==> src/rtl/lab3_pkg.sv <==
// Shared definitions for the lab-3 detector back end: FSM encodings and counter width helper.
package lab3_pkg;

  localparam logic IDLE  = 1'b0;
  localparam logic SHIFT = 1'b1;

  typedef enum logic {
    ST_IDLE  = IDLE,
    ST_SHIFT = SHIFT
  } state_e;

  // Width needed to count 0..width inclusive.
  function automatic int cnt_w(input int width);
    return $clog2(width + 1);
  endfunction

endpackage

==> src/rtl/lab3_shift_reg.sv <==
// Shift-in register with bit counter; word_done_o is combinational so the
// consumer can capture word_o on the same edge the last bit is accepted.
module lab3_shift_reg
  import lab3_pkg::*;
#(
  parameter int WIDTH     = 8,
  parameter int MSB_FIRST = 0,
  parameter int CW        = cnt_w(WIDTH)
) (
  input  logic             clock,
  input  logic             reset,
  input  logic             clear_i,
  input  logic             shift_i,
  input  logic             bit_i,
  output logic [WIDTH-1:0] word_o,
  output logic             word_done_o,
  output logic [CW-1:0]    count_o
);

  logic [WIDTH-1:0] sr_q, sr_d;
  logic [CW-1:0]    cnt_q, cnt_d;

  always_comb begin
    if (MSB_FIRST != 0) begin
      word_o = {sr_q[WIDTH-2:0], bit_i};
    end else begin
      // LSB-first: bits enter at the top and walk down to bit 0.
      word_o = {bit_i, sr_q[WIDTH-1:1]};
    end
    word_done_o = shift_i && (cnt_q == CW'(WIDTH - 1));
  end

  always_comb begin
    sr_d  = sr_q;
    cnt_d = cnt_q;
    if (clear_i) begin
      sr_d  = '0;
      cnt_d = '0;
    end else if (shift_i) begin
      if (word_done_o) begin
        sr_d  = '0;
        cnt_d = '0;
      end else begin
        sr_d  = word_o;
        cnt_d = cnt_q + CW'(1);
      end
    end
  end

  always_ff @(posedge clock or negedge reset) begin
    if (!reset) begin
      sr_q  <= '0;
      cnt_q <= '0;
    end else begin
      sr_q  <= sr_d;
      cnt_q <= cnt_d;
    end
  end

  assign count_o = cnt_q;

endmodule

==> src/rtl/serial_word_collector.sv <==
// Packs detector bits into WIDTH-bit words behind a one-entry valid/ready register.
// Optional ones_count output enabled by LAB3_ONES_COUNT_EN.
module serial_word_collector
  import lab3_pkg::*;
#(
  parameter int WIDTH     = 8,
  parameter int MSB_FIRST = 0,
  localparam int CW       = cnt_w(WIDTH)
) (
  input  logic             clock,
  input  logic             reset,
  input  logic             bit_in,
  input  logic             bit_valid,
  input  logic             clear,
  input  logic             out_ready,
  output logic             out_valid,
  output logic [WIDTH-1:0] out_data,
  output logic [CW-1:0]    bit_count,
`ifdef LAB3_ONES_COUNT_EN
  output logic [CW-1:0]    ones_count,
`endif
  output logic             overflow
);

  logic             accept;
  logic             word_done;
  logic [WIDTH-1:0] word;
  logic             load;
  logic             xfer;

  state_e           state_q, state_d;
  logic             valid_q, valid_d;
  logic [WIDTH-1:0] data_q, data_d;
  logic             ovf_q, ovf_d;

  assign accept = bit_valid && !clear;

  lab3_shift_reg #(
    .WIDTH     (WIDTH),
    .MSB_FIRST (MSB_FIRST),
    .CW        (CW)
  ) u_shift (
    .clock       (clock),
    .reset       (reset),
    .clear_i     (clear),
    .shift_i     (accept),
    .bit_i       (bit_in),
    .word_o      (word),
    .word_done_o (word_done),
    .count_o     (bit_count)
  );

  always_comb begin
    state_d = state_q;
    if (clear) begin
      state_d = ST_IDLE;
    end else if (accept) begin
      case (state_q)
        ST_IDLE:  state_d = ST_SHIFT;
        ST_SHIFT: state_d = word_done ? ST_IDLE : ST_SHIFT;
        default:  state_d = ST_IDLE;
      endcase
    end
  end

  // A full register may still take a new word if it drains on the same edge.
  assign xfer = valid_q && out_ready;
  assign load = word_done && (!valid_q || out_ready);

  always_comb begin
    valid_d = valid_q;
    data_d  = data_q;
    ovf_d   = ovf_q;
    if (clear) begin
      valid_d = 1'b0;
      ovf_d   = 1'b0;
    end else begin
      if (xfer) begin
        valid_d = 1'b0;
      end
      if (load) begin
        valid_d = 1'b1;
        data_d  = word;
      end else if (word_done) begin
        ovf_d = 1'b1;
      end
    end
  end

  always_ff @(posedge clock or negedge reset) begin
    if (!reset) begin
      state_q <= ST_IDLE;
      valid_q <= 1'b0;
      data_q  <= '0;
      ovf_q   <= 1'b0;
    end else begin
      state_q <= state_d;
      valid_q <= valid_d;
      data_q  <= data_d;
      ovf_q   <= ovf_d;
    end
  end

  assign out_valid = valid_q;
  assign out_data  = data_q;
  assign overflow  = ovf_q;

`ifdef LAB3_ONES_COUNT_EN
  logic [CW-1:0] word_ones;
  logic [CW-1:0] ones_q, ones_d;

  always_comb begin
    word_ones = '0;
    for (int i = 0; i < WIDTH; i++) begin
      word_ones = word_ones + CW'(word[i]);
    end
  end

  always_comb begin
    ones_d = ones_q;
    if (clear) begin
      ones_d = '0;
    end else if (load) begin
      ones_d = word_ones;
    end
  end

  always_ff @(posedge clock or negedge reset) begin
    if (!reset) begin
      ones_q <= '0;
    end else begin
      ones_q <= ones_d;
    end
  end

  assign ones_count = ones_q;
`endif

endmodule

==> config.mk <==
export PLATFORM = sky130hd
export DESIGN_NAME = serial_word_collector
export DESIGN_NICKNAME = d
export VERILOG_FILES = /design/src/rtl/lab3_pkg.sv /design/src/rtl/lab3_shift_reg.sv /design/src/rtl/serial_word_collector.sv
export SDC_FILE = /design/constraint.sdc
export NUM_CORES = 1
export LEC_CHECK = 0
export CORE_MARGIN = 10
export CORE_UTILIZATION = 33
export CTS_CLUSTER_SIZE = 12
export DETAILED_ROUTE_END_ITERATION = 12
export PLACE_DENSITY_LB_ADDON = 0.2
export SLEW_MARGIN = 20
export SYNTH_ARGS = -nofsm -noshare
export SYNTH_HDL_FRONTEND = slang
export SYNTH_SLANG_ARGS = --single-unit
==> constraint.sdc <==
create_clock -name clock -period 1.4 [get_ports clock]
set_input_delay 0.21 -clock clock [delete_from_list [all_inputs] [get_ports clock]]
set_output_delay 0.21 -clock clock [all_outputs]
set_load 0.03 [all_outputs]
==> flow_results.xml <==
<?xml version="1.0" encoding="UTF-8"?>
<metrics>
  <group name="outcome">
    <metric name="status" unit="">complete, but fails checks</metric>
    <metric name="violations" unit="">setup timing</metric>
  </group>
  <group name="min_path">
    <metric name="hold_path.class" unit="">in2async</metric>
  </group>
  <group name="global_routing">
    <metric name="first_global_vias" unit="">626</metric>
    <metric name="global_route_wire_length_before_repair" unit="um">2970</metric>
    <metric name="overflow" unit="">0</metric>
    <metric name="grt_max_degree" unit="">22</metric>
    <metric name="globalRouteTotalUtil" unit="%">7.18</metric>
    <metric name="grt_antenna_before_repair" unit="">0</metric>
  </group>
  <group name="critical_path">
    <metric name="worstPathCellList" unit="">ha_4 &gt; nand4b_4 &gt; nor3b_4 &gt; buf_12 &gt; mux2_4</metric>
    <metric name="crit_family" unit="">flip-flops</metric>
    <metric name="timing.reg2reg.setup_slack" unit="ns">-0.1</metric>
    <metric name="criticalPathCategory" unit="">reg2reg</metric>
    <metric name="critical_path_buf_inv_count" unit="">1</metric>
    <metric name="setup.worst_path.start_class" unit="">flip-flop</metric>
    <metric name="cp_max_fo" unit="">8</metric>
    <metric name="arrival" unit="ns">1.69</metric>
    <metric name="crit_path_max_incr_delay" unit="ns">0.41</metric>
    <metric name="worst_ep_required_time" unit="ns">1.59</metric>
    <metric name="end_kind" unit="">flip-flop</metric>
    <metric name="critPathSlowestCell" unit="">sky130_fd_sc_hd__dfrtp_2</metric>
  </group>
  <group name="job">
    <metric name="timing.max_cap.violations" unit="">0</metric>
  </group>
  <group name="placement">
    <metric name="dp_hpwl" unit="um">1310</metric>
    <metric name="dp_cells" unit="">122</metric>
    <metric name="place.port_buffers" unit="">19</metric>
    <metric name="routabilityCongestion" unit="">0.706</metric>
  </group>
  <group name="floorplan">
    <metric name="die_y" unit="um">70.8</metric>
    <metric name="ios" unit="">20</metric>
    <metric name="die_width" unit="um">70.8</metric>
    <metric name="floorplan.rows" unit="">18</metric>
    <metric name="floorplan.core_area" unit="sq um">2480</metric>
    <metric name="die_area" unit="sq um">5010</metric>
    <metric name="initial_utilization" unit="%">34.3</metric>
  </group>
  <group name="logic_synthesis">
    <metric name="syn_area" unit="sq um">851</metric>
    <metric name="synthesis.area_per_instance" unit="sq um">14.7</metric>
    <metric name="synthesis.yosys.warnings" unit="">0</metric>
    <metric name="netlist-cell-type-count" unit="">18</metric>
    <metric name="post_synth_inst_count" unit="">58</metric>
    <metric name="postSynthNetCount" unit="">65</metric>
    <metric name="synth.yosys.seq_area_share" unit="%">61.8</metric>
    <metric name="ys_ff_latch" unit="">21</metric>
  </group>
  <group name="routing">
    <metric name="drcViolationCount" unit="">0</metric>
    <metric name="vias" unit="">598</metric>
    <metric name="drt_via_density" unit="">4.71</metric>
    <metric name="ant_nets" unit="">0</metric>
    <metric name="dr.first_iter.drc_count" unit="">17</metric>
    <metric name="drt-pass1-iter-count" unit="">2</metric>
    <metric name="totalWireLength" unit="um">1800</metric>
    <metric name="post_drt_wl_per_cell" unit="um">14.1</metric>
  </group>
  <group name="power_and_ir_drop">
    <metric name="ir_worst_vdd" unit="mV">0.588</metric>
    <metric name="p_leak" unit="uW">0.000656</metric>
    <metric name="power_per_cell_area" unit="nW/um^2">796</metric>
  </group>
  <group name="timing">
    <metric name="post-route-worst-setup-slack" unit="ns">-0.0993</metric>
    <metric name="tightest_slew" unit="ns">0.318</metric>
    <metric name="timing.clock.skew" unit="ns">0.00550</metric>
    <metric name="min_period" unit="ns">1.50</metric>
    <metric name="worst_hold_slack" unit="ns">0.237</metric>
    <metric name="finalSetupViolCount" unit="">8</metric>
    <metric name="maxSlewViolCount" unit="">0</metric>
    <metric name="hold_viol" unit="">0</metric>
    <metric name="final_min_period_over_clock_period" unit="%">107</metric>
    <metric name="maxSlewHeadroom" unit="%">78.8</metric>
    <metric name="maxClockFrequency" unit="GHz">0.667</metric>
    <metric name="rsz0062_at_grt" unit="">true</metric>
  </group>
  <group name="clock_tree">
    <metric name="clock-root-buffer" unit="">sky130_fd_sc_hd__clkbuf_4</metric>
    <metric name="cts.clk_slew.worst_paths" unit="ns">0.12</metric>
    <metric name="ctsHoldBuffers" unit="">0</metric>
    <metric name="cts_inserted_buffers" unit="">3</metric>
    <metric name="clock_tree.htree_level_count" unit="">1</metric>
    <metric name="clock_latency_late_sink" unit="ns">0.30</metric>
    <metric name="clock_sinks" unit="">21</metric>
    <metric name="cts_tree" unit="">done</metric>
    <metric name="clock_path_buffers" unit="">2</metric>
  </group>
  <group name="layout">
    <metric name="area_growth_syn_to_layout" unit="%">50.9</metric>
    <metric name="final_net_count" unit="">105</metric>
    <metric name="antenna_cells_inserted" unit="">0</metric>
    <metric name="fraction_of_layout_cells_with_a_size_suffix_above_1" unit="%">43.3</metric>
    <metric name="stdcell_count" unit="">127</metric>
  </group>
</metrics>
synthesized netlist by cell type:
| library cell | instances | area [sq um] |
|---|---|---|
| sky130_fd_sc_hd__a21oi_1 | 2 | 10.0 |
| sky130_fd_sc_hd__a22o_1 | 7 | 61.3 |
| sky130_fd_sc_hd__a311oi_2 | 1 | 15.0 |
| sky130_fd_sc_hd__clkbuf_1 | 1 | 3.75 |
| sky130_fd_sc_hd__dfrtp_1 | 21 | 526 |
| sky130_fd_sc_hd__ha_1 | 1 | 12.5 |
| sky130_fd_sc_hd__inv_1 | 2 | 7.51 |
| sky130_fd_sc_hd__mux2_2 | 9 | 101 |
| sky130_fd_sc_hd__mux2i_1 | 1 | 10.0 |
| sky130_fd_sc_hd__nand2_1 | 2 | 7.51 |
| sky130_fd_sc_hd__nand4_1 | 1 | 6.26 |
| sky130_fd_sc_hd__nand4b_4 | 1 | 23.8 |
| sky130_fd_sc_hd__nor2_1 | 4 | 15.0 |
| sky130_fd_sc_hd__nor3b_4 | 1 | 18.8 |
| sky130_fd_sc_hd__o21ba_2 | 1 | 10.0 |
| sky130_fd_sc_hd__or2b_1 | 1 | 7.51 |
| sky130_fd_sc_hd__or3_1 | 1 | 6.26 |
| sky130_fd_sc_hd__xor2_1 | 1 | 8.76 |
area by class of cell:
type                            count  area [sq um]
Clock inverter                      1          5.00
Inverter                            2          7.51
Sequential cell                    21           528
Tap cell                           30          37.5
Timing Repair Buffer               36           313
Multi-Input combinational cell     34           370
Fill cell                         238          1190
Clock buffer                        3          22.5
placed cells by master, fill, tap and decap left out, types with 2 or more instances in the layout:
cell type                          n
sky130_fd_sc_hd__a21oi_1           2
sky130_fd_sc_hd__a22o_1            7
sky130_fd_sc_hd__dfrtp_2           2
sky130_fd_sc_hd__nand2_1           2
sky130_fd_sc_hd__inv_1             2
sky130_fd_sc_hd__dfrtp_1          19
sky130_fd_sc_hd__nor2_1            3
sky130_fd_sc_hd__clkdlybuf4s50_1   5
sky130_fd_sc_hd__dlygate4sd2_1    10
sky130_fd_sc_hd__clkbuf_4          3
sky130_fd_sc_hd__mux2_4            8
sky130_fd_sc_hd__buf_4            17
report_power, final:
| part | switching (uW) | total [uW] | internal [uW] |
|---|---|---|---|
| clock | 180 | 287 | 106 |
| combinational | 56.6 | 112 | 55.4 |
| sequential | 8.23 | 624 | 616 |
| total | 245 | 1020 | 777 |
state kept, by name (all words and copies together), names as in the netlist:
| name | cells |
|---|---|
| out_data | 8 |
| u_shift.sr_q | 7 |
| u_shift.count_o | 4 |
| out_valid | 1 |
| overflow | 1 |
kinds of logic after synthesis:
kind of cell               Yosys count  share of synthesized area [%]
buffers and inverters                3                           1.32
AOI/OAI and AO/OA                   11                           11.3
adders and majority gates            1                           1.47
muxes                               10                           13.1
DFF                                 21                           61.8
and+or+nand+nor                     11                           10.0
xor gates and xnor gates             1                           1.03
path summary, 6_finish.rpt:
path / endpoint / from / depth (start not counted)
setup / recovery: out_data[5]$_DFFE_PN0P_ / u_shift.count_o[0]$_DFFE_PN0P_ / 5
max in group asynchronous: u_shift.count_o[0]$_DFFE_PN0P_ / reset / 2
hold / removal: u_shift.count_o[3]$_DFFE_PN0P_ / reset / 2
setup reg to reg: out_data[5]$_DFFE_PN0P_ / u_shift.count_o[0]$_DFFE_PN0P_ / 5
min in group clock: overflow$_DFFE_PN0P_ / overflow$_DFFE_PN0P_ / 1
hold reg to reg: overflow$_DFFE_PN0P_ / overflow$_DFFE_PN0P_ / 1
metrics by stage:
stage                     setup WS (ns)  utilization, %  setup TNS [ns]  power (uW)  area, sq um
final                           -0.0993            51.8          -0.743        1020         1280
after global routing             -0.154            51.8           -1.22        1080         1280
after CTS                       -0.0965            50.3          -0.728        1040         1250
after detailed placement         -0.329            49.1           -4.93         747         1220
after global placement           -0.317            49.1           -4.71         745         1220
after floorplan                  -0.252               -           -2.05         675          866
per-layer routing:
metal  routed length (um)  global-route usage (%)  vias up  share of wire [%]
met5                    0                       0        -                  0
met4                   14                    3.23        0               0.78
met3                  133                    3.07        2                7.4
met2                  833                    10.7       14                 46
met1                  814                    8.73      293                 45
li1                     -                       -      289                  -
timing repair:
item | in CTS | in global routing
setup endpoints to repair | 27 | 17
gates resized for setup | 17 | 12
pin swaps | 2 | 2
buffers inserted | 0 | 1
endpoints found under the hold margin | 0 | 0
No activity file was read; power rests on OpenSTA's default activity.
